--- src/rtl/ula_pkg.sv ---
// Shared opcode constants and FSM state encoding for the ULA arbiter.
package ula_pkg;
   localparam logic [3:0] OP_AND  = 4'b0000;
   localparam logic [3:0] OP_OR   = 4'b0001;
   localparam logic [3:0] OP_ADD  = 4'b0010;
   localparam logic [3:0] OP_XOR  = 4'b0011;
   localparam logic [3:0] OP_ADDU = 4'b0100;
   localparam logic [3:0] OP_SUBU = 4'b0101;
   localparam logic [3:0] OP_SUB  = 4'b0110;
   localparam logic [3:0] OP_SLT  = 4'b0111;
   localparam logic [3:0] OP_MUL  = 4'b1000;
   localparam logic [3:0] OP_MULU = 4'b1001;
   localparam logic [3:0] OP_NOR  = 4'b1100;
   localparam logic [3:0] OP_BRK  = 4'b1111;

   typedef enum logic [1:0] {
      ST_IDLE  = 2'd0,
      ST_ISSUE = 2'd1,
      ST_RESP  = 2'd2
   } state_e;
endpackage

--- src/rtl/ula_arb_pick.sv ---
// Combinational one-hot grant for two requesters; ptr_i selects the tie winner.
module ula_arb_pick (
   input  logic [1:0] req_valid_i,
   input  logic       ptr_i,
   input  logic       halt_i,
   output logic [1:0] grant_o
);
   always_comb begin
      grant_o = 2'b00;
      if (!halt_i) begin
         if (req_valid_i == 2'b11) grant_o = ptr_i ? 2'b10 : 2'b01;
         else                      grant_o = req_valid_i;
      end
   end
endmodule

--- src/rtl/ula_arbiter.sv ---
// Two-requester front end for a single shared ULA: IDLE -> ISSUE -> RESP.
// Define ULA_ARB_ROUND_ROBIN_EN for alternating tie-break; default is fixed priority.
module ula_arbiter
   import ula_pkg::*;
#(
   parameter int WIDTH = 32,
   parameter int OPW   = 4
) (
   input  logic             clk,
   input  logic             reset,
   input  logic [1:0]       req_valid,
   output logic [1:0]       req_ready,
   input  logic [WIDTH-1:0] req0_a,
   input  logic [WIDTH-1:0] req0_b,
   input  logic [OPW-1:0]   req0_op,
   input  logic [WIDTH-1:0] req1_a,
   input  logic [WIDTH-1:0] req1_b,
   input  logic [OPW-1:0]   req1_op,
   output logic [1:0]       rsp_valid,
   input  logic [1:0]       rsp_ready,
   output logic [WIDTH-1:0] rsp_s,
   output logic             rsp_z,
   output logic [WIDTH-1:0] alu_a,
   output logic [WIDTH-1:0] alu_b,
   output logic [OPW-1:0]   alu_op,
   input  logic [WIDTH-1:0] alu_s,
   input  logic             alu_z,
   output logic             halt
);
   state_e           state_q, state_d;
   logic             grant_id_q, brk_q, halt_q, rsp_z_q;
   logic [WIDTH-1:0] alu_a_q, alu_b_q, rsp_s_q;
   logic [OPW-1:0]   alu_op_q;
   logic [1:0]       grant;
   logic             ptr, accept, gsel, sel_brk;
   logic [OPW-1:0]   sel_op;

   assign accept  = (state_q == ST_IDLE) && (grant != 2'b00);
   assign gsel    = grant[1];
   assign sel_op  = gsel ? req1_op : req0_op;
   assign sel_brk = (sel_op == OPW'(OP_BRK));

`ifdef ULA_ARB_ROUND_ROBIN_EN
   logic ptr_q;
   always_ff @(posedge clk) begin
      if (reset)       ptr_q <= 1'b0;
      else if (accept) ptr_q <= ~ptr_q;
   end
   assign ptr = ptr_q;
`else
   assign ptr = 1'b0;
`endif

   ula_arb_pick u_pick (
      .req_valid_i (req_valid),
      .ptr_i       (ptr),
      .halt_i      (halt_q),
      .grant_o     (grant)
   );

   always_ff @(posedge clk) begin
      if (reset) state_q <= ST_IDLE;
      else       state_q <= state_d;
   end

   always_comb begin
      state_d   = state_q;
      req_ready = 2'b00;
      rsp_valid = 2'b00;
      case (state_q)
         ST_IDLE: begin
            req_ready = grant;
            if (accept) state_d = ST_ISSUE;
         end
         ST_ISSUE: state_d = ST_RESP;
         ST_RESP: begin
            rsp_valid[grant_id_q] = 1'b1;
            if (rsp_ready[grant_id_q]) state_d = ST_IDLE;
         end
         default: state_d = ST_IDLE;
      endcase
   end

   always_ff @(posedge clk) begin
      if (reset) begin
         alu_a_q    <= '0;
         alu_b_q    <= '0;
         alu_op_q   <= '0;
         grant_id_q <= 1'b0;
         brk_q      <= 1'b0;
         halt_q     <= 1'b0;
         rsp_s_q    <= '0;
         rsp_z_q    <= 1'b0;
      end else begin
         if (accept) begin
            alu_a_q    <= gsel ? req1_a : req0_a;
            alu_b_q    <= gsel ? req1_b : req0_b;
            // Break never reaches the ULA; it completes with a zero result.
            alu_op_q   <= sel_brk ? '0 : sel_op;
            grant_id_q <= gsel;
            brk_q      <= sel_brk;
            if (sel_brk) halt_q <= 1'b1;
         end
         if (state_q == ST_ISSUE) begin
            rsp_s_q <= brk_q ? '0 : alu_s;
            rsp_z_q <= brk_q | alu_z;
         end
      end
   end

   assign alu_a  = alu_a_q;
   assign alu_b  = alu_b_q;
   assign alu_op = alu_op_q;
   assign rsp_s  = rsp_s_q;
   assign rsp_z  = rsp_z_q;
   assign halt   = halt_q;
endmodule

--- config.mk ---
export PLATFORM = sky130hd
export DESIGN_NAME = ula_arbiter
export DESIGN_NICKNAME = d
export VERILOG_FILES = /design/src/rtl/ula_pkg.sv /design/src/rtl/ula_arb_pick.sv /design/src/rtl/ula_arbiter.sv
export SDC_FILE = /design/constraint.sdc
export NUM_CORES = 1
export LEC_CHECK = 0
export CAP_MARGIN = 40
export CORE_ASPECT_RATIO = 1.4
export CORE_MARGIN = 4
export CORE_UTILIZATION = 40
export DETAILED_ROUTE_END_ITERATION = 12
export MAX_ROUTING_LAYER = met4
export PLACE_DENSITY = 0.86
export SLEW_MARGIN = 20
export SYNTH_ARGS = -nofsm -noshare
export SYNTH_HDL_FRONTEND = slang
export SYNTH_SLANG_ARGS = --single-unit
--- constraint.sdc ---
create_clock -name clk -period 4.4 [get_ports clk]
set_input_delay 0.66 -clock clk [delete_from_list [all_inputs] [get_ports clk]]
set_output_delay 0.66 -clock clk [all_outputs]
set_load 0.01 [all_outputs]
# Word-level counts from Yosys, hierarchy flattened
# Cells that the tools add are included.
[totals]
reg_bits = 106
latch_bits = 0
ram_bits = 0
mem_bits_ro = 0
inputBits = 175
out_inout_bits = 106
elab_cells = 40
memories = 0
[op_classes]
n_addsub = 0
multipliers = 0
div = 0
order_cmp = 2
n_eq_ne = 6
shift = 0
mux = 16
bitwise_logic = 1
reduce_logical = 6
[ops]
columns = ["operator", "n"]
rows = [
  ["$mux W32", 3],
  ["$mux W2", 6],
  ["$mux W4", 2],
  ["$pmux W2 S3", 1],
  ["$eq A2 B2 Y1 const B", 2],
  ["$eq A4 B4 Y1 const B", 1],
  ["$ne A2 B2 Y1 const B", 2],
  ["$reduce_and A2 Y1", 2],
  ["$mux W1", 3],
  ["$eq A2 B1 Y1 const B", 1],
  ["$logic_and A1 B1 Y1", 2],
  ["$logic_not A2 Y1", 1],
  ["$lt A1 B2 Y1 const B", 1],
  ["$reduce_bool A2 Y1", 1],
  ["$demux W1 S1", 1],
  ["$ge A1 B1 Y1 const B", 1],
  ["$or A1 B1 Y1", 1],
]

# Longest topological paths before layout
# Gate-level depths: netlist of the first run.
[depth]
depth_word = 7
mapped_depth = 6
ltp_nobuf = 4

# By module
# Synthesis of the first run repeated with hierarchy kept, for this count alone.
[unflattened]
cells_unflattened = 483
area_unflattened_um2 = 4874.7
[modules_own_cells]
columns = ["mod", "n_inst", "cells_each", "area_per_inst_um2", "seq_area_each_um2"]
rows = [
  ["ula_arbiter", 1, 479, 4844.6, 2122.0],
  ["ula_arb_pick", 1, 4, 30.0, 0.0],
]

# Worst setup path before layout of the first run
# Ideal clock, no wire load.
[synth_path]
kind = "input to output"
from = "input req_valid[0]"
to = "output req_ready[1]"
t_arrival_ps = 1271
t_required_ps = 3740
path_slack_ps = 2469
cell_stages = 2
path_buffers = 0
cell_sequence = "nand2b_1 -> nor4_1"
[synth_between]
elab_chain_cells = 4
[synth_rtl]
columns = ["item", "line", "source"]
rows = [
  ["start: declaration", "ula_arbiter.sv:11", "input logic [1:0] req_valid,"],
  ["$eq A2 B2 Y1", "ula_arb_pick.sv:11", "if (req_valid_i == 2'b11) grant_o = ptr_i ? 2'b10 : 2'b01;"],
  ["$mux W2", "ula_arb_pick.sv:11", ""],
  ["$mux W2", "ula_arb_pick.sv:10", "if (!halt_i) begin"],
  ["$mux W2", "ula_arbiter.sv:70", "case (state_q)"],
  ["end: declaration", "ula_arbiter.sv:12", "output logic [1:0] req_ready,"],
]
# Every way passes these cells.

# Worst setup path in the final report of the first run
# Ends and elaborated chain as after synthesis.

==> run_summary.xml, run 1 <==
<?xml version="1.0" encoding="UTF-8"?>
<metrics>
  <group name="worst_setup_path">
    <metric name="criticalPathCategory" unit="">in -&gt; out</metric>
    <metric name="critical_path_peak_fanout" unit="">5</metric>
    <metric name="cp_data_arrival_time" unit="ps">2430</metric>
    <metric name="data_required_time_at_the_worst_endpoint" unit="ps">3740</metric>
    <metric name="critical_path.startpoint_type" unit="">input port</metric>
    <metric name="critical_path.endpoint_type" unit="">primary output</metric>
    <metric name="crit_start" unit="">req_valid[0]</metric>
    <metric name="worstReg2RegStart" unit="">halt</metric>
  </group>
  <group name="sta">
    <metric name="hold_viol_final" unit="">0</metric>
    <metric name="setup_viol_count_final" unit="">0</metric>
    <metric name="post-route-worst-setup-slack" unit="ps">1310</metric>
    <metric name="max_freq" unit="MHz">323</metric>
    <metric name="finalClockSkew" unit="ps">7.30</metric>
    <metric name="timing.setup.tns" unit="ps">0</metric>
    <metric name="final.hold.worst_slack" unit="ps">469</metric>
    <metric name="worstMarginPinSlew" unit="ps">701</metric>
    <metric name="slew_headroom" unit="%">53.2</metric>
    <metric name="timing.final.max_slew_violations" unit="">0</metric>
    <metric name="period_share" unit="%">70.3</metric>
    <metric name="min_period" unit="ps">3090</metric>
    <metric name="setup_repair_after_global_routing_missed_its_margin" unit="">no</metric>
  </group>
  <group name="synthesis">
    <metric name="synth.area.top_cells" unit="">sky130_fd_sc_hd__dfxtp_1 43%, sky130_fd_sc_hd__a211oi_2 15%, sky130_fd_sc_hd__mux2i_1 13%, sky130_fd_sc_hd__nor2_1 7.9%, sky130_fd_sc_hd__nor3b_1 5.0%</metric>
    <metric name="largest_family_of_logic_cells_by_synthesized_area" unit="">compound AO/OA/AOI/OAI gates</metric>
    <metric name="ys_seq_area_share" unit="%">42.7</metric>
    <metric name="synth-async-reset-ratio" unit="%">0</metric>
    <metric name="post_synth_mux_area_share" unit="%">13.9</metric>
    <metric name="most_frequent_cell_after_synthesis" unit="">sky130_fd_sc_hd__dfxtp_1</metric>
    <metric name="netlist_instances" unit="">482</metric>
    <metric name="synth_compound_gate_area_share" unit="%">21.3</metric>
    <metric name="synth_top_flop_cell" unit="">sky130_fd_sc_hd__dfxtp_1</metric>
    <metric name="synthesis.area_per_instance" unit="um2">10.3</metric>
    <metric name="ys.warnings.count" unit="">0</metric>
    <metric name="post_synth_num_cell_types" unit="">29</metric>
    <metric name="synth.largest_area_cell" unit="">sky130_fd_sc_hd__dfxtp_1</metric>
    <metric name="synth_common_cells" unit="">106 x sky130_fd_sc_hd__dfxtp_1, 105 x sky130_fd_sc_hd__nor2_1, 67 x sky130_fd_sc_hd__mux2i_1</metric>
    <metric name="synth_area" unit="um2">4970</metric>
    <metric name="synth_top_area_share" unit="%">42.7</metric>
    <metric name="yosys_register_bits" unit="">106</metric>
    <metric name="number_of_enable_type_register_cells_in_the_synthesized_netlist" unit="">0</metric>
    <metric name="synth_simple_gate_area_share" unit="%">15.1</metric>
    <metric name="yosys.area_share.adder" unit="%">0</metric>
    <metric name="postSynthNetCount" unit="">657</metric>
    <metric name="post_synth_xor_area_fraction" unit="%">0</metric>
  </group>
  <group name="pwr">
    <metric name="worst_ir_drop_vdd" unit="mV">0.227</metric>
    <metric name="total_leakage_power" unit="nW">2.92</metric>
    <metric name="power_density" unit="nW/um2">358</metric>
  </group>
  <group name="clock_tree">
    <metric name="htree_levels" unit="">3</metric>
    <metric name="ctsHoldBuffers" unit="">0</metric>
    <metric name="clk_pin_slew" unit="ps">70</metric>
    <metric name="cts_repair_resize_count" unit="">0</metric>
    <metric name="clk_root_buffer_cell" unit="">sky130_fd_sc_hd__clkbuf_16</metric>
    <metric name="cts.path.max_buffers" unit="">2</metric>
    <metric name="cts_tree" unit="">yes</metric>
    <metric name="cts_buffers" unit="">9</metric>
    <metric name="clock_latency" unit="ps">340</metric>
    <metric name="clkSinkCount" unit="">106</metric>
    <metric name="post-cts-setup-buffers" unit="">0</metric>
  </group>
  <group name="floorplanning">
    <metric name="core.rowCount" unit="">47</metric>
    <metric name="die_area" unit="um2">14300</metric>
    <metric name="floorplan.core_area" unit="um2">12000</metric>
    <metric name="start_util" unit="%">41.5</metric>
    <metric name="die_w" unit="um">102</metric>
    <metric name="die_h" unit="um">140</metric>
    <metric name="io_pins" unit="">281</metric>
  </group>
  <group name="placed_design">
    <metric name="estimated_wirelength_of_the_detail_placed_design" unit="mm">12.1</metric>
    <metric name="dpl-instance-area" unit="um2">7740</metric>
    <metric name="port_buffers" unit="">280</metric>
    <metric name="post-place-ws" unit="ps">1340</metric>
    <metric name="gp_congestion" unit="">0.768</metric>
  </group>
  <group name="global_routing">
    <metric name="grt_pass1_vias" unit="">4755</metric>
    <metric name="antenna_violations_before_repair" unit="">0</metric>
    <metric name="grt_first_pass_wirelength" unit="mm">23.4</metric>
    <metric name="grt_overflow" unit="">0</metric>
    <metric name="grt_start_max_net_pins" unit="">61</metric>
    <metric name="track_usage" unit="%">21.2</metric>
  </group>
  <group name="layout">
    <metric name="finalInstanceArea" unit="um2">8080</metric>
    <metric name="nets" unit="">911</metric>
    <metric name="register_area" unit="um2">2120</metric>
    <metric name="syn_to_final_growth" unit="%">62.3</metric>
    <metric name="post_route_cells_drive_above_1_share" unit="%">13.1</metric>
    <metric name="fillers" unit="">935</metric>
    <metric name="multiInputGateArea" unit="um2">2510</metric>
  </group>
  <group name="status">
    <metric name="outcome" unit="">complete, no violations</metric>
  </group>
  <group name="min_path">
    <metric name="hp-start" unit="">rsp_z</metric>
    <metric name="worst_hold_path_type" unit="">reg -&gt; reg</metric>
  </group>
  <group name="detailed_routing">
    <metric name="detail_route.drc_violations" unit="">0</metric>
    <metric name="detail_route.first_pass.iterations" unit="">4</metric>
    <metric name="final_antenna_net_count" unit="">0</metric>
    <metric name="detailedRoute.firstIterationViolations" unit="">129</metric>
    <metric name="post_dr_vias_cell" unit="">5.09</metric>
    <metric name="detailroute.via_count" unit="">4524</metric>
    <metric name="total_routed_length" unit="mm">15.3</metric>
    <metric name="routedWlPerCell" unit="um">17.2</metric>
  </group>
  <group name="job">
    <metric name="drv.max_cap_violation_count" unit="">0</metric>
  </group>
</metrics>
==> stage by stage <==
step	total power, mW	cells	utilization [%]
3_3_place_gp	1.99	870	64.1
4_1_cts	2.93	888	67.3
6_report	2.89	889	67.3
3_5_place_dp	2.03	872	64.5
2_1_floorplan	1.60	482	-
5_1_grt	3.04	888	67.3
==> cell type report <==
type / instances / share of cell area [%]
diodes: 1 / 0.0310
clock buffers: 10 / 2.96
clock inverters: 6 / 1.21
inverters: 3 / 0.139
multi-input cells: 328 / 31.1
flip-flops and latches: 106 / 26.3
well taps: 147 / 2.28
repair buffers: 288 / 36.0
==> layout by cell type, fill, tap and decap left out, types with 3 or more instances in the layout <==
cell                              instances
sky130_fd_sc_hd__nand2_1                  3
sky130_fd_sc_hd__mux2i_1                 67
sky130_fd_sc_hd__nor2_1                 105
sky130_fd_sc_hd__nor3b_1                 33
sky130_fd_sc_hd__inv_1                    3
sky130_fd_sc_hd__clkbuf_16                9
sky130_fd_sc_hd__a21oi_1                 36
sky130_fd_sc_hd__dfxtp_1                105
sky130_fd_sc_hd__a211oi_1                 5
sky130_fd_sc_hd__buf_4                    6
sky130_fd_sc_hd__a211oi_2                60
sky130_fd_sc_hd__clkdlybuf4s50_1        279
==> state kept, by name, indices dropped and copies added, names as in the netlist <==
register    count
rsp_s          32
halt            1
grant_id_q      1
brk_q           1
alu_a          32
rsp_z           1
state_q         2
alu_op          4
alu_b          32
==> cell families after synthesis <==
family,Yosys count
and+or+nand+nor,152
AOI/OAI and AO/OA,107
buffers and inverters,48
muxes,69
DFF,106
==> metal layers <==
metal  track usage [%]  vias up  wire [um]
met5                 -        -          0
met1              21.4     2109       5360
met4              5.46        0        201
met3              7.36       14       1630
met2              38.4      184       8100
li1                  -     2217          -
==> worst paths after layout <==
path / to / slack, ps / cells after the start
max: req_ready[1] / 1310 / 4
max reg2reg: alu_a[16] / 2260 / 5
min: rsp_z / 470 / 2
min reg2reg: rsp_z / 470 / 2
==> where the power goes <==
part | internal (mW) | switching (mW) | total (mW)
Combinational | 0.482 | 0.389 | 0.871
Clock | 0.523 | 0.367 | 0.890
Sequential | 1.07 | 0.0624 | 1.13
==> critical path, stage by stage <==
cell and delay, ps:
sky130_fd_sc_hd__clkdlybuf4s50_1 510, sky130_fd_sc_hd__nand2b_1 290, sky130_fd_sc_hd__nor4_1 340, sky130_fd_sc_hd__clkdlybuf4s50_1 630
(Power assumes the default switching activity.)
==> inputs of run 2 (changes only) <==
--- a/config.mk
+++ b/config.mk
@@ -8,10 +8,10 @@
 export CAP_MARGIN = 40
 export CORE_ASPECT_RATIO = 1.4
 export CORE_MARGIN = 4
-export CORE_UTILIZATION = 40
+export CORE_UTILIZATION = 39
 export DETAILED_ROUTE_END_ITERATION = 12
 export MAX_ROUTING_LAYER = met4
-export PLACE_DENSITY = 0.86
+export PLACE_DENSITY = 0.85
 export SLEW_MARGIN = 20
 export SYNTH_ARGS = -nofsm -noshare
 export SYNTH_HDL_FRONTEND = slang
==> constraint.sdc (replaced) <==
create_clock -name clk -period 3.15 [get_ports clk]
set_input_delay 0.4725 -clock clk [delete_from_list [all_inputs] [get_ports clk]]
set_output_delay 0.4725 -clock clk [all_outputs]
set_load 0.01 [all_outputs]
==> run_summary.xml, run 2 (synthesis gave the netlist of run 1 again) <==
<?xml version="1.0" encoding="UTF-8"?>
<metrics>
  <group name="pwr">
    <metric name="power_density" unit="nW/um2">494</metric>
    <metric name="worst_ir_drop_vdd" unit="mV">0.389</metric>
    <metric name="total_leakage_power" unit="nW">2.94</metric>
  </group>
  <group name="worst_setup_path">
    <metric name="critical_path_peak_fanout" unit="">5</metric>
    <metric name="critical_path.startpoint_type" unit="">input port</metric>
    <metric name="critical_path.endpoint_type" unit="">primary output</metric>
    <metric name="timing.critical_path.cells" unit="">clkdlybuf4s50_1, nand2b_1, nor4_1, clkdlybuf4s50_1</metric>
    <metric name="crit_path_largest_cell_delay" unit="ps">610</metric>
    <metric name="timing.critical_path.depth" unit="">4</metric>
    <metric name="criticalPathCategory" unit="">in -&gt; out</metric>
    <metric name="data_required_time_at_the_worst_endpoint" unit="ps">2680</metric>
    <metric name="timing.critical_path.buf_inv" unit="">2</metric>
    <metric name="rr_endpoint" unit="">alu_a[15]</metric>
    <metric name="reg2reg_slack" unit="ps">1210</metric>
    <metric name="r2r_cells" unit="">5</metric>
    <metric name="worst_path_dominant_cell_family" unit="">buffers and inverters</metric>
    <metric name="crit_start" unit="">req_valid[0]</metric>
    <metric name="cp-endpoint" unit="">req_ready[1]</metric>
    <metric name="worstReg2RegStart" unit="">halt</metric>
    <metric name="crit_top_cell" unit="">sky130_fd_sc_hd__clkdlybuf4s50_1</metric>
    <metric name="cp_data_arrival_time" unit="ps">2210</metric>
    <metric name="crit_path_top_delay_cell" unit="">sky130_fd_sc_hd__clkdlybuf4s50_1</metric>
  </group>
  <group name="sta">
    <metric name="timing.final.max_slew_violations" unit="">0</metric>
    <metric name="period_share" unit="%">85.1</metric>
    <metric name="slew_headroom" unit="%">50.8</metric>
    <metric name="max_freq" unit="MHz">373</metric>
    <metric name="hold_viol_final" unit="">0</metric>
    <metric name="setup_viol_count_final" unit="">0</metric>
    <metric name="min_period" unit="ps">2680</metric>
    <metric name="timing.setup.tns" unit="ps">0</metric>
    <metric name="finalClockSkew" unit="ps">11.2</metric>
    <metric name="worstMarginPinSlew" unit="ps">738</metric>
    <metric name="setup_repair_after_global_routing_missed_its_margin" unit="">no</metric>
  </group>
  <group name="global_routing">
    <metric name="grt_overflow" unit="">0</metric>
    <metric name="grt_first_pass_wirelength" unit="mm">23.0</metric>
    <metric name="grt_start_max_net_pins" unit="">61</metric>
    <metric name="grt_pass1_vias" unit="">4853</metric>
    <metric name="antenna_violations_before_repair" unit="">0</metric>
    <metric name="track_usage" unit="%">20.8</metric>
  </group>
  <group name="detailed_routing">
    <metric name="detailedRoute.firstIterationViolations" unit="">107</metric>
    <metric name="detail_route.first_pass.iterations" unit="">4</metric>
    <metric name="detail_route.drc_violations" unit="">0</metric>
    <metric name="routedWlPerCell" unit="um">17.3</metric>
    <metric name="total_routed_length" unit="mm">15.5</metric>
    <metric name="final_antenna_net_count" unit="">0</metric>
    <metric name="detailroute.via_count" unit="">4645</metric>
    <metric name="post_dr_vias_cell" unit="">5.20</metric>
  </group>
  <group name="layout">
    <metric name="antenna-diode-count" unit="">0</metric>
    <metric name="fillers" unit="">964</metric>
    <metric name="syn_to_final_growth" unit="%">63.1</metric>
    <metric name="multiInputGateArea" unit="um2">2510</metric>
    <metric name="post_route_cells_drive_above_1_share" unit="%">13.2</metric>
    <metric name="commonest_non_fill_non_tap_cells_in_the_layout" unit="">279 x sky130_fd_sc_hd__clkdlybuf4s50_1, 106 x sky130_fd_sc_hd__dfxtp_1, 105 x sky130_fd_sc_hd__nor2_1</metric>
    <metric name="register_area" unit="um2">2120</metric>
    <metric name="nets" unit="">914</metric>
    <metric name="post-route-util" unit="%">65.2</metric>
    <metric name="mostFrequentLayoutCell" unit="">sky130_fd_sc_hd__clkdlybuf4s50_1</metric>
  </group>
  <group name="placed_design">
    <metric name="gp_congestion" unit="">0.814</metric>
    <metric name="port_buffers" unit="">280</metric>
    <metric name="estimated_wirelength_of_the_detail_placed_design" unit="mm">12.3</metric>
  </group>
  <group name="clock_tree">
    <metric name="clk_pin_slew" unit="ps">70</metric>
    <metric name="cts_tree" unit="">yes</metric>
    <metric name="clock_latency" unit="ps">330</metric>
    <metric name="cts.path.max_buffers" unit="">2</metric>
    <metric name="cts_buffers" unit="">9</metric>
    <metric name="cts_repair_resize_count" unit="">0</metric>
    <metric name="clk_root_buffer_cell" unit="">sky130_fd_sc_hd__clkbuf_16</metric>
    <metric name="ctsHoldBuffers" unit="">0</metric>
    <metric name="post-cts-setup-buffers" unit="">0</metric>
    <metric name="htree_levels" unit="">3</metric>
    <metric name="clkSinkCount" unit="">106</metric>
  </group>
  <group name="floorplanning">
    <metric name="core.rowCount" unit="">48</metric>
    <metric name="die_h" unit="um">142</metric>
    <metric name="die_area" unit="um2">14700</metric>
    <metric name="start_util" unit="%">40.0</metric>
    <metric name="die_w" unit="um">103</metric>
    <metric name="floorplan.core_area" unit="um2">12400</metric>
    <metric name="io_pins" unit="">281</metric>
  </group>
  <group name="status">
    <metric name="outcome" unit="">complete, no violations</metric>
  </group>
  <group name="job">
    <metric name="drv.max_cap_violation_count" unit="">0</metric>
  </group>
  <group name="min_path">
    <metric name="worst_hold_path_type" unit="">reg -&gt; reg</metric>
    <metric name="min_delay_path_depth" unit="">2</metric>
  </group>
</metrics>
==> run 2: layer usage <==
layer	GRT usage, %	part of all wire [%]	up-vias
met5	-	0	-
met4	8.53	3.4	0
met3	6.59	9.3	34
met2	37.0	52	214
met1	20.3	36	2170
li1	-	-	2227
==> run 2: report_power, final <==
part | switching, mW | total, mW | internal (mW)
Combinational | 0.551 | 1.24 | 0.685
Sequential | 0.0867 | 1.58 | 1.50
Clock | 0.492 | 1.19 | 0.700
Total | 1.13 | 4.01 | 2.88
==> run 2: worst register-to-register path: stages (launching register included) <==
cell	delay [ps]
sky130_fd_sc_hd__dfxtp_1	400
sky130_fd_sc_hd__nor3_2	300
sky130_fd_sc_hd__o21a_4	470
sky130_fd_sc_hd__buf_12	340
sky130_fd_sc_hd__nor2_1	140
sky130_fd_sc_hd__a211oi_2	210
==> run 2: worst min-delay path by stage <==
stage | start | endpoint | slack [ps]
global placement | rsp_z | rsp_z | 450
detailed placement | rsp_z | rsp_z | 450
finish | rsp_z | rsp_z | 470
floorplan | rsp_z | rsp_z | 480
CTS | rsp_z | rsp_z | 460
global route | rsp_z | rsp_z | 490
==> run 2: per-stage QoR <==
step	total power, mW	cell area (um2)	setup WS (ps)	hold slack, ps	instances
2_1_floorplan	2.24	4970	1460	478	482
3_3_place_gp	2.80	7750	515	446	876
3_5_place_dp	2.86	7790	509	453	878
4_1_cts	4.06	8110	483	464	894
5_1_grt	4.21	8110	305	493	894
6_report	4.01	8110	468	465	894
==> run 2: cell type report <==
type | instances | share of cell area (%)
repair buffers | 291 | 36.5
multi-input cells | 328 | 31.0
inverters | 3 | 0.139
clock inverters | 6 | 1.08
well taps | 150 | 2.31
clock buffers | 10 | 2.82
flip-flops and latches | 106 | 26.2
==> inputs of run 3 (changes only) <==
--- a/config.mk
+++ b/config.mk
@@ -8,10 +8,10 @@
 export CAP_MARGIN = 40
 export CORE_ASPECT_RATIO = 1.4
 export CORE_MARGIN = 4
-export CORE_UTILIZATION = 39
+export CORE_UTILIZATION = 40
 export DETAILED_ROUTE_END_ITERATION = 12
 export MAX_ROUTING_LAYER = met4
-export PLACE_DENSITY = 0.85
+export PLACE_DENSITY = 0.86
 export SLEW_MARGIN = 20
 export SYNTH_ARGS = -nofsm -noshare
 export SYNTH_HDL_FRONTEND = slang
==> constraint.sdc (replaced) <==
create_clock -name clk -period 3.1 [get_ports clk]
set_input_delay 0.465 -clock clk [delete_from_list [all_inputs] [get_ports clk]]
set_output_delay 0.465 -clock clk [all_outputs]
set_load 0.01 [all_outputs]
==> run_summary.xml, run 3 (synthesis gave the netlist of run 1 again) <==
<?xml version="1.0" encoding="UTF-8"?>
<metrics>
  <group name="status">
    <metric name="outcome" unit="">complete, no violations</metric>
  </group>
  <group name="clock_tree">
    <metric name="clock_latency" unit="ps">340</metric>
    <metric name="clk_pin_slew" unit="ps">70</metric>
    <metric name="cts_buffers" unit="">9</metric>
    <metric name="htree_levels" unit="">3</metric>
    <metric name="clkSinkCount" unit="">106</metric>
    <metric name="clk_root_buffer_cell" unit="">sky130_fd_sc_hd__clkbuf_16</metric>
    <metric name="ctsHoldBuffers" unit="">0</metric>
    <metric name="cts.path.max_buffers" unit="">2</metric>
    <metric name="cts_tree" unit="">yes</metric>
    <metric name="post-cts-setup-buffers" unit="">0</metric>
    <metric name="cts_repair_resize_count" unit="">0</metric>
  </group>
  <group name="pwr">
    <metric name="power_density" unit="nW/um2">514</metric>
    <metric name="switching_share" unit="%">27.9</metric>
    <metric name="total_leakage_power" unit="nW">2.92</metric>
    <metric name="p_seq_share" unit="%">38.7</metric>
    <metric name="switchingPower" unit="mW">1.16</metric>
    <metric name="power.combinational.fraction" unit="%">29.8</metric>
    <metric name="cellInternalPower" unit="mW">3.00</metric>
    <metric name="worst_ir_drop_vdd" unit="mV">0.325</metric>
    <metric name="share_of_power_burned_in_the_clock_network" unit="%">31.5</metric>
  </group>
  <group name="detailed_routing">
    <metric name="total_routed_length" unit="mm">15.9</metric>
    <metric name="final_antenna_net_count" unit="">0</metric>
    <metric name="post_dr_vias_cell" unit="">5.19</metric>
    <metric name="detailroute.via_count" unit="">4605</metric>
    <metric name="routedWlPerCell" unit="um">17.9</metric>
    <metric name="detail_route.drc_violations" unit="">0</metric>
    <metric name="detailedRoute.firstIterationViolations" unit="">158</metric>
    <metric name="detail_route.first_pass.iterations" unit="">4</metric>
  </group>
  <group name="floorplanning">
    <metric name="io_pins" unit="">281</metric>
    <metric name="floorplan.core_area" unit="um2">12000</metric>
    <metric name="die_h" unit="um">140</metric>
    <metric name="core.rowCount" unit="">47</metric>
    <metric name="die_w" unit="um">102</metric>
    <metric name="start_util" unit="%">41.5</metric>
    <metric name="die_area" unit="um2">14300</metric>
  </group>
  <group name="global_routing">
    <metric name="grt_first_pass_wirelength" unit="mm">24.2</metric>
    <metric name="grt_overflow" unit="">0</metric>
    <metric name="grt_start_max_net_pins" unit="">87</metric>
    <metric name="grt_pass1_vias" unit="">4900</metric>
    <metric name="antenna_violations_before_repair" unit="">0</metric>
    <metric name="track_usage" unit="%">22.0</metric>
  </group>
  <group name="sta">
    <metric name="hold_viol_final" unit="">0</metric>
    <metric name="setup_repair_after_global_routing_missed_its_margin" unit="">no</metric>
    <metric name="min_period" unit="ps">2780</metric>
    <metric name="worstMarginPinSlew" unit="ps">771</metric>
    <metric name="timing.final.max_slew_violations" unit="">0</metric>
    <metric name="timing.setup.tns" unit="ps">0</metric>
    <metric name="finalClockSkew" unit="ps">9.38</metric>
    <metric name="max_freq" unit="MHz">360</metric>
    <metric name="final.hold.worst_slack" unit="ps">474</metric>
    <metric name="slew_headroom" unit="%">48.5</metric>
    <metric name="post-route-worst-setup-slack" unit="ps">318</metric>
    <metric name="period_share" unit="%">89.7</metric>
    <metric name="setup_viol_count_final" unit="">0</metric>
  </group>
  <group name="worst_setup_path">
    <metric name="timing.critical_path.cells" unit="">clkdlybuf4s50_1, nand2b_1, nor4_1, clkdlybuf4s50_1</metric>
    <metric name="critical_path_peak_fanout" unit="">5</metric>
    <metric name="criticalPathCategory" unit="">in -&gt; out</metric>
    <metric name="r2r_cells" unit="">5</metric>
    <metric name="critical_path.startpoint_type" unit="">input port</metric>
    <metric name="data_required_time_at_the_worst_endpoint" unit="ps">2630</metric>
    <metric name="crit_top_cell" unit="">sky130_fd_sc_hd__clkdlybuf4s50_1</metric>
    <metric name="crit_path_top_delay_cell" unit="">sky130_fd_sc_hd__clkdlybuf4s50_1</metric>
    <metric name="cp_data_arrival_time" unit="ps">2320</metric>
    <metric name="critical_path.endpoint_type" unit="">primary output</metric>
    <metric name="crit_path_largest_cell_delay" unit="ps">630</metric>
  </group>
  <group name="layout">
    <metric name="mostFrequentLayoutCell" unit="">sky130_fd_sc_hd__clkdlybuf4s50_1</metric>
    <metric name="fillers" unit="">922</metric>
    <metric name="register_area" unit="um2">2120</metric>
    <metric name="post_route_cells_drive_above_1_share" unit="%">12.8</metric>
    <metric name="syn_to_final_growth" unit="%">62.4</metric>
    <metric name="multiInputGateArea" unit="um2">2510</metric>
    <metric name="commonest_non_fill_non_tap_cells_in_the_layout" unit="">279 x sky130_fd_sc_hd__clkdlybuf4s50_1, 106 x sky130_fd_sc_hd__dfxtp_1, 105 x sky130_fd_sc_hd__nor2_1</metric>
    <metric name="antenna-diode-count" unit="">0</metric>
    <metric name="nets" unit="">911</metric>
  </group>
  <group name="placed_design">
    <metric name="port_buffers" unit="">280</metric>
    <metric name="post-place-ws" unit="ps">354</metric>
    <metric name="gp_congestion" unit="">0.782</metric>
    <metric name="estimated_wirelength_of_the_detail_placed_design" unit="mm">12.3</metric>
  </group>
  <group name="job">
    <metric name="drv.max_cap_violation_count" unit="">0</metric>
  </group>
  <group name="min_path">
    <metric name="min_delay_path_depth" unit="">2</metric>
    <metric name="worst_hold_path_type" unit="">reg -&gt; reg</metric>
  </group>
</metrics>
run 3: cell type report:
cell class | count | area share [%]
Timing Repair Buffer | 288 | 36.0
Sequential cell | 106 | 26.3
Clock buffer | 10 | 2.83
Inverter | 3 | 0.139
Tap cell | 147 | 2.28
Multi-Input combinational cell | 328 | 31.1
Clock inverter | 6 | 1.39
run 3: final timing paths:
check,slack (ps),startpoint,endpoint
max,320,req_valid[0],req_ready[1]
max reg2reg,1220,halt,alu_op[1]
min reg2reg,470,rsp_z,rsp_z
min,470,rsp_z,rsp_z
run 3: through the flow:
stage	util (%)	total power [mW]	cells	cell area (um2)
4_1_cts	67.3	4.20	888	8080
3_5_place_dp	64.5	2.89	872	7740
5_1_grt	67.3	4.36	888	8080
3_3_place_gp	64.4	2.83	871	7720
6_report	67.3	4.16	888	8080
2_1_floorplan	-	2.27	482	4970
run 3: power groups by stage:
stage          combinational, mW  clock [mW]  sequential, mW
2_1_floorplan              0.573           0            1.70
4_1_cts                     1.26        1.33            1.61
5_1_grt                     1.33        1.41            1.63
3_5_place_dp                1.25           0            1.64
3_3_place_gp                1.20           0            1.63
6_report                    1.24        1.31            1.61
run 3: routing by layer:
metal  vias to the layer above  part of all wire (%)  wire length (um)  GRT usage [%]
met3                        36                   9.6              1530           6.12
li1                       2219                     -                 -              -
met5                         -                     0                 0              -
met2                       214                    51              8140           38.5
met1                      2136                    36              5660           22.7
met4                         0                   3.5               560           9.40
run 3: critical path, delay by kind of cell:
kind                   cells  cell delay (ps)
AND/OR/NAND/NOR            2              690
buffers and inverters      2             1160
